$ cat src/rtl/lcd_ctrl.sv
// HD44780 write sequencer: turns LSU LCD register writes into timed EN strobes.
// Optional power-on init sequence is built when LCD_CTRL_INIT_EN is defined.
module lcd_ctrl #(
    parameter int T_AS_CYC        = 2,
    parameter int T_PW_CYC        = 12,
    parameter int T_H_CYC         = 2,
    parameter int T_EXEC_CYC      = 2000,
    parameter int T_EXEC_LONG_CYC = 82000,
    parameter int T_PWRON_CYC     = 750000
) (
    input  logic        i_clk,
    input  logic        i_rst_n,
    input  logic [31:0] i_lcd_reg,
    output logic        o_lcd_on,
    output logic        o_lcd_en,
    output logic        o_lcd_rs,
    output logic        o_lcd_rw,
    output logic [7:0]  o_lcd_data,
    output logic        o_busy,
    output logic        o_overflow
);
    localparam int MAX_A   = (T_AS_CYC > T_PW_CYC) ? T_AS_CYC : T_PW_CYC;
    localparam int MAX_B   = (MAX_A > T_H_CYC) ? MAX_A : T_H_CYC;
    localparam int MAX_C   = (MAX_B > T_EXEC_CYC) ? MAX_B : T_EXEC_CYC;
    localparam int MAX_D   = (MAX_C > T_EXEC_LONG_CYC) ? MAX_C : T_EXEC_LONG_CYC;
    localparam int MAX_ALL = (MAX_D > T_PWRON_CYC) ? MAX_D : T_PWRON_CYC;
    localparam int CNT_W   = $clog2(MAX_ALL + 1);

    localparam logic [CNT_W-1:0] AS_LD    = CNT_W'(T_AS_CYC - 1);
    localparam logic [CNT_W-1:0] PW_LD    = CNT_W'(T_PW_CYC - 1);
    localparam logic [CNT_W-1:0] H_LD     = CNT_W'(T_H_CYC - 1);
    localparam logic [CNT_W-1:0] EXEC_LD  = CNT_W'(T_EXEC_CYC - 1);
    localparam logic [CNT_W-1:0] LONG_LD  = CNT_W'(T_EXEC_LONG_CYC - 1);

    typedef enum logic [2:0] {IDLE, SETUP, PULSE, HOLD, WAIT, INIT} state_t;

    state_t           state;
    logic [CNT_W-1:0] cnt;
    logic             go_q;
    logic             pend_valid;
    logic [8:0]       pend_word;
    logic             req;
    logic [8:0]       req_word;
    logic             init_work;
    logic [8:0]       init_word;
    logic             launch;
    logic [8:0]       launch_word;
    logic             take_req;
    logic             pop_pend;
    logic             exec_long;
    logic             unused_bits;

    assign req         = i_lcd_reg[16] & ~go_q;
    assign req_word    = {i_lcd_reg[9], i_lcd_reg[7:0]};
    assign unused_bits = ^{i_lcd_reg[30:17], i_lcd_reg[15:10], i_lcd_reg[8]};

`ifdef LCD_CTRL_INIT_EN
    logic [2:0] init_idx;
    localparam logic [CNT_W-1:0] PWRON_LD = CNT_W'(T_PWRON_CYC - 1);

    assign init_work = (init_idx != 3'd4);
    always_comb begin
        init_word = 9'h038;
        case (init_idx[1:0])
            2'd0: init_word = 9'h038;
            2'd1: init_word = 9'h00C;
            2'd2: init_word = 9'h001;
            2'd3: init_word = 9'h006;
            default: init_word = 9'h038;
        endcase
    end
`else
    assign init_work = 1'b0;
    assign init_word = 9'h000;
`endif

    // Launch priority in IDLE: init ROM, then the pending slot, then a fresh request.
    always_comb begin
        launch      = 1'b0;
        launch_word = req_word;
        take_req    = 1'b0;
        pop_pend    = 1'b0;
        if (state == IDLE) begin
            launch = init_work | pend_valid | req;
            if (init_work) begin
                launch_word = init_word;
            end else if (pend_valid) begin
                pop_pend    = 1'b1;
                launch_word = pend_word;
            end else begin
                take_req = req;
            end
        end
    end

    assign exec_long = ~o_lcd_rs &
                       ((o_lcd_data == 8'h01) | (o_lcd_data == 8'h02) | (o_lcd_data == 8'h03));
    assign o_lcd_rw  = 1'b0;
    assign o_busy    = (state != IDLE) | pend_valid | init_work;

    always_ff @(posedge i_clk or negedge i_rst_n) begin
        if (!i_rst_n) begin
`ifdef LCD_CTRL_INIT_EN
            state    <= INIT;
            cnt      <= PWRON_LD;
            init_idx <= 3'd0;
`else
            state    <= IDLE;
            cnt      <= '0;
`endif
            go_q       <= 1'b0;
            pend_valid <= 1'b0;
            pend_word  <= 9'h000;
            o_lcd_on   <= 1'b0;
            o_lcd_en   <= 1'b0;
            o_lcd_rs   <= 1'b0;
            o_lcd_data <= 8'h00;
            o_overflow <= 1'b0;
        end else begin
            go_q     <= i_lcd_reg[16];
            o_lcd_on <= i_lcd_reg[31];

            // A request not launched directly refills the slot, even one just popped.
            if (pop_pend) pend_valid <= 1'b0;
            if (req && !take_req) begin
                if (pend_valid && !pop_pend) begin
                    o_overflow <= 1'b1;
                end else begin
                    pend_valid <= 1'b1;
                    pend_word  <= req_word;
                end
            end

            case (state)
                IDLE: begin
                    if (launch) begin
                        o_lcd_rs   <= launch_word[8];
                        o_lcd_data <= launch_word[7:0];
                        cnt        <= AS_LD;
                        state      <= SETUP;
`ifdef LCD_CTRL_INIT_EN
                        if (init_work) init_idx <= init_idx + 3'd1;
`endif
                    end
                end
                SETUP: begin
                    if (cnt == '0) begin
                        o_lcd_en <= 1'b1;
                        cnt      <= PW_LD;
                        state    <= PULSE;
                    end else begin
                        cnt <= cnt - 1'b1;
                    end
                end
                PULSE: begin
                    if (cnt == '0) begin
                        o_lcd_en <= 1'b0;
                        cnt      <= H_LD;
                        state    <= HOLD;
                    end else begin
                        cnt <= cnt - 1'b1;
                    end
                end
                HOLD: begin
                    if (cnt == '0) begin
                        cnt   <= exec_long ? LONG_LD : EXEC_LD;
                        state <= WAIT;
                    end else begin
                        cnt <= cnt - 1'b1;
                    end
                end
                WAIT: begin
                    if (cnt == '0) state <= IDLE;
                    else           cnt   <= cnt - 1'b1;
                end
`ifdef LCD_CTRL_INIT_EN
                INIT: begin
                    if (cnt == '0) state <= IDLE;
                    else           cnt   <= cnt - 1'b1;
                end
`endif
                default: state <= IDLE;
            endcase
        end
    end
endmodule

$ cat config.mk
export PLATFORM = sky130hd
export DESIGN_NAME = lcd_ctrl
export DESIGN_NICKNAME = d
export VERILOG_FILES = /design/src/rtl/lcd_ctrl.sv
export SDC_FILE = /design/constraint.sdc
export NUM_CORES = 1
export LEC_CHECK = 0
export BUFFER_PORTS_ARGS = -buffer_cell sky130_fd_sc_hd__clkbuf_2
export CORE_MARGIN = 5
export CORE_UTILIZATION = 42
export DETAILED_ROUTE_END_ITERATION = 6
export PLACE_DENSITY = 0.69
export SLEW_MARGIN = 20
export SYNTH_ARGS = -nofsm -noshare
export SYNTH_HDL_FRONTEND = slang
export SYNTH_SLANG_ARGS = --single-unit
export TNS_END_PERCENT = 1
$ cat constraint.sdc
create_clock -name i_clk -period 6.5 [get_ports i_clk]
set_clock_uncertainty 0.1 [all_clocks]
set_input_delay 0.325 -clock i_clk [delete_from_list [all_inputs] [get_ports i_clk]]
set_output_delay 0.325 -clock i_clk [all_outputs]
set_load 0.005 [all_outputs]
* Word-level counts from Yosys, hierarchy flattened
Cells that the tools add are included.
** Word-level totals
- Flip-flop bits (word level) :: 46
- Output and inout port bits :: 14
- Word-level logic and storage cells :: 73
** Operators by class
- $add $sub $neg :: 1
- Equal/unequal tests :: 13
- Mux-type cells :: 25
- Bitwise gates (word level) :: 9
- Reductions and logical operators :: 15
** Operators by type and width (count)
- two-way mux 20 bit :: 5
- one-hot mux 20 bit (5 select lines) :: 1
- logical NOT 20 bit :: 1
- subtractor 20 x 1 -> 20 bit, second input constant :: 1
- two-way mux 17 bit :: 1
- equality test 8 x 2 -> 1 bit, second input constant :: 2
- two-way mux 3 bit :: 5
- one-hot mux 3 bit (5 select lines) :: 1
- != test 2 bit, second input constant :: 6
- two-way mux 1 bit :: 10
- two-way mux 9 bit :: 1
- equality test 8 x 1 -> 1 bit, second input constant :: 1
- equality test 3 x 2 -> 1 bit, second input constant :: 2
- AND reduction 2 bit :: 3
- AND reduction 3 bit :: 2
- AND reduction 5 bit :: 1
- nonzero test 5 bit :: 1
- OR 1 bit :: 4
- equality test 3 x 1 -> 1 bit, second input constant :: 1
- equality test 3 bit, second input constant :: 1
- logical NOT 3 bit :: 1
- NOT 1 bit :: 3
- nonzero test 3 bit :: 1
- AND 1 bit :: 2
- 4 further kinds :: 6

* Longest topological paths before layout
- Depth after elaboration :: 7
- Gate-level depth with buffers :: 9
- Depth with buffers taken out :: 8

* Worst setup path before layout
No wires, ideal clock.
- Kind :: register to register
- Start :: register cnt[0]
- End :: register cnt[1]
- Arrival :: 1.895 ns
- Setup slack :: 4.381 ns
- Cell stages (with the launch flop) :: 10
- Clock period less this slack :: 2.119 ns
- Path through :: dfrtp_1 -> inv_1 -> ha_1 -> nor4b_1 -> nand4_1 -> or2_0 -> clkbuf_1 -> a21oi_1 -> a211oi_1 -> a211o_1
** Between the ends
- Longest elaborated chain between the ends :: 3
- Elaborated cells between the ends (all ways) :: 9
- Classes of those cells :: add/sub (1); eq/ne (1); mux (5); reduce/logical (2)
** Ends and longest elaborated chain
- start: declaration :: line 38 : logic [CNT_W-1:0] cnt;
- start signal: assignment :: line 152 : cnt <= cnt - 1'b1;
- start signal: assignment :: line 161 : cnt <= cnt - 1'b1;
- start signal: assignment :: line 166 : cnt <= exec_long ? LONG_LD : EXEC_LD;
- subtractor 20 x 1 -> 20 bit / logical NOT 20 bit (equally long branches)
- two-way mux 20 bit, or another cell as far along :: line 173 : if (cnt == '0) state <= IDLE;
- one-hot mux 20 bit (5 select lines) / AND reduction 3 bit (equally long branches)
Several ways; a longest one is shown, not always the timed one. The select of a mux whose other input is x is not followed.
A chain may end at the register's enable or synchronous reset.

* Worst setup path after layout
- Start :: register cnt[0]
- End :: register cnt[14]
The elaborated chain is that of the path after synthesis.

==> qor.txt <==
========================================================================================================
Post-CTS clock slew at the launch and capture registers of the worst setup and hold paths        0.09 ns
Number of hold buffers added after CTS                                                                 0
WP buf/inv                                                                                             1
Unrepaired setup endpoints after global routing                                                    false
Worst Max-Slew Pin Slew                                                                         0.816 ns
Final-report setup violation count                                                                     0
Number of enable-type register cells in the synthesized netlist                                        0
Count of inserted antenna diode cells                                                                  0
Maximum number of pins on one net before global-route repair                                          47
Grt ovf                                                                                                0
Mapped Nets                                                                                          299
Root Buffer Master                                                                              clkbuf_8
Worst setup path category                                                                        reg2reg
Die ar.                                                                                       7450 sq um
Wire length per cell                                                                             14.7 um
Number of violations of the max-capacitance limit                                                      0
Gates resized, CTS repair                                                                              0
Crit path DAT                                                                                    2.58 ns
CP Launch Point                                                                                   cnt[0]
Die width                                                                                        86.3 um
Kind of cell adding the most delay to the critical path                                     compound AO/OA/AOI/OAI gates
Count of TritonRoute iterations in the first routing pass                                              4
Power Density                                                                                207 nW/um^2
Core Region                                                                                   5570 sq um
Antenna violations before repair                                                                       0
Via count of the first global-routing pass                                                         1,942
Register bit total from synthesis                                                                     46
Final TNS setup                                                                                     0 ns
Required time worst endpoint                                                                     6.57 ns
Clock tree from TritonCTS                                                                          built
Post-place setup slack                                                                           4.01 ns
Count of final max-slew check failures                                                                 0
Worst ir drop on vdd                                                                            0.125 mV
Final critical delay including setup and external delays                                         2.51 ns
Synthesized area divided by synthesized cell count                                            9.31 sq um
Crit. End Element                                                                               register
Setup slack, reg-to-reg                                                                          3.99 ns
GR Util All Layers                                                                                 15.3%
Worst setup margin                                                                               3.99 ns
Via density per instance                                                                            5.63
Number of design-rule violations left by the first detailed-router iteration                         215
Number of distinct library cell variants in the gate-level netlist after synthesis                    52
Sequential fraction of the synthesis area                                                          47.0%
Routability congestion estimate                                                                    0.865
Share of final-layout standard cells stronger than drive strength 1                                18.9%
Worst R2R Start                                                                                   cnt[0]
Leakage power total                                                                              1.14 nW
Post-route total power                                                                          0.574 mW
Effective utilization at floorplan                                                                 43.9%
First-pass GRT wire length                                                                       9.25 mm
DR vias                                                                                            2,014
I/O pin count                                                                                         48
Area of the mapped netlist                                                                    2450 sq um
Number of levels the H-tree was split into                                                             2
Ys async rst share                                                                                  100%
Startpoint type of the worst setup path                                                         register
Most instantiated flip-flop cell in the synthesis netlist                                        dfrtp_1
Std-Cell Rows                                                                                         27
DRC viols                                                                                              0
Number of cells produced by synthesis                                                                263
Hold Path Class                                                                                 in2async
Max Clock Freq                                                                                   399 MHz
Cell with the largest stage delay on the worst path                                              o31ai_2
Number of warnings printed during yosys synthesis                                                      0
Total wire length                                                                                5.25 mm
Clock buffer depth                                                                                     2
Die height                                                                                       86.3 um
Worst path cell trace                                                                       inv_1, ha_1, nor4b_1, nand4_1, o31ai_2, a31oi_1, o21ai_0, o211ai_1
Worst slew margin relative to its limit                                                            45.1%
ANT nets after route                                                                                   0
Detailed placement HPWL                                                                          3.64 mm
Layout filler cell count                                                                             520
Final Hold Violating Endpoints                                                                         0
Number of buffers created by CTS                                                                       5
Post-CTS Setup Inserts                                                                                 0
Insertion delay of the later-clocked pin in the worst-skew pair                                  0.30 ns
Layout-stage area growth over the synthesis result                                                 13.2%
Sink count of the clock tree                                                                          46
Nets                                                                                                 321
Portion of the clock cycle consumed by the worst path in the final layout                          38.6%
Status                                                                                         completed
Worst-path maximum fanout                                                                              8
Quantity of I/O buffers inserted on ports                                                             25
CP max stage delay                                                                               0.67 ns
========================================================================================================
[cells in the final DEF (no fill, tap or decap), types with 2 or more instances in the layout]
master     Yosys  final
xor2_1         3      3
mux2i_1        9      9
nor3_1         7      7
o21ai_2        1      2
nand2_1       30     30
nand4_1        2      2
o211ai_1       4      4
nor2_1        25     25
inv_1          5      5
o21ai_0       36     35
nand2b_1       3      3
dfrtp_1       46     46
bufinv_16      0      2
clkbuf_8       0      6
o21bai_1       2      2
a21oi_1        8      8
and3_1         2      2
o21a_1         2      2
clkbuf_2       0     25
a211oi_1       2      2
mux2_2         9      9
or3_1          2      2
nand3_1       13     13
nor3b_1        2      2
nor4b_1        2      2
or4_1          3      3
a31oi_1        4      4
nor2b_1        2      2
nor4_4         2      2
ha_1           2      2
nor4_1         4      4
[path summary, 6_finish.rpt]
| check | end | depth (start not counted) |
|---|---|---|
| max in group asynchronous | o_lcd_rs | 2 |
| hold / removal | cnt[16] | 2 |
| hold reg to reg | o_overflow | 1 |
| setup reg to reg | cnt[14] | 8 |
| setup / recovery | cnt[14] | 8 |
| min in group i_clk | o_lcd_on | 1 |
[state kept, by name (all words and copies together), names as in the netlist]
| name | count |
|---|---|
| o_lcd_on | 1 |
| pend_word | 9 |
| o_lcd_en | 1 |
| state | 3 |
| o_lcd_data | 8 |
| cnt | 20 |
| o_lcd_rs | 1 |
| o_overflow | 1 |
| go_q | 1 |
| pend_valid | 1 |
[final cells by class]
class	instances	area (sq um)	share of cell area (%)
Tap cell	72	90.1	3.25
Clock inverter	2	60.1	2.17
Inverter	5	18.8	0.678
Sequential cell	46	1150	41.6
Multi-Input combinational cell	201	1230	44.6
Timing Repair Buffer	26	133	4.79
Clock buffer	6	82.6	2.98
[stage by stage]
stage	cell area [sq um]	util, %	hold WS [ns]	instances
detailed placement	2620	47.1	0.338	350
floorplan	2450	-	-0.0706	263
global placement	2620	47.1	0.334	350
global route	2770	49.7	0.0213	358
CTS	2770	49.6	0.0201	358
finish	2770	49.7	0.00529	358
[metal layers]
metal	part of all wire (%)	global-route usage (%)	wire, um	up-vias
met5	0	0	0	-
met2	46	24.5	2430	64
li1	-	-	-	995
met4	1.4	4.53	76	0
met3	5.1	3.42	269	8
met1	47	20.7	2470	947
[synth_stat cells (3+ instances only)]
| library cell | n | area share (%) |
|---|---|---|
| a31oi_1 | 4 | 1.0 |
| inv_1 | 5 | 0.77 |
| a21oi_1 | 8 | 1.6 |
| nor4_1 | 4 | 1.0 |
| xor2_1 | 3 | 1.1 |
| nand2_1 | 30 | 4.6 |
| nand2b_1 | 3 | 0.77 |
| o21ai_0 | 36 | 7.4 |
| dfrtp_1 | 46 | 47 |
| nor3_1 | 7 | 1.4 |
| or4_1 | 3 | 0.92 |
| nor2_1 | 25 | 3.8 |
| o211ai_1 | 4 | 1.2 |
| clkbuf_1 | 8 | 1.2 |
| mux2i_1 | 9 | 3.7 |
| nand3_1 | 13 | 2.7 |
| mux2_2 | 9 | 4.1 |
[worst reg2reg max path, stage by stage, from the launching register on]
cell and delay (ns):
dfrtp_1 0.43, inv_1 0.10, ha_1 0.17, nor4b_1 0.23, nand4_1 0.31, o31ai_2 0.68, a31oi_1 0.08, o21ai_0 0.17
o211ai_1 0.10
[report_power, final]
part	leakage (nW)	switching [mW]	internal, mW	total [mW]
Sequential	0.535	0.00245	0.291	0.294
Combinational	0.533	0.00983	0.00861	0.0184
Clock	0.0714	0.0975	0.164	0.262
Total	1.14	0.110	0.464	0.574
[logic make-up after synthesis]
family | Yosys count | synth area share (%)
xor+xnor | 4 | 1.43
other cells | 1 | 0.153
buf+inv | 16 | 2.66
mux | 18 | 7.82
compound gates | 67 | 16.4
simple gates | 109 | 23.5
fa+ha+maj | 2 | 1.02
flops | 46 | 47.0
(Power assumes the default switching activity.)
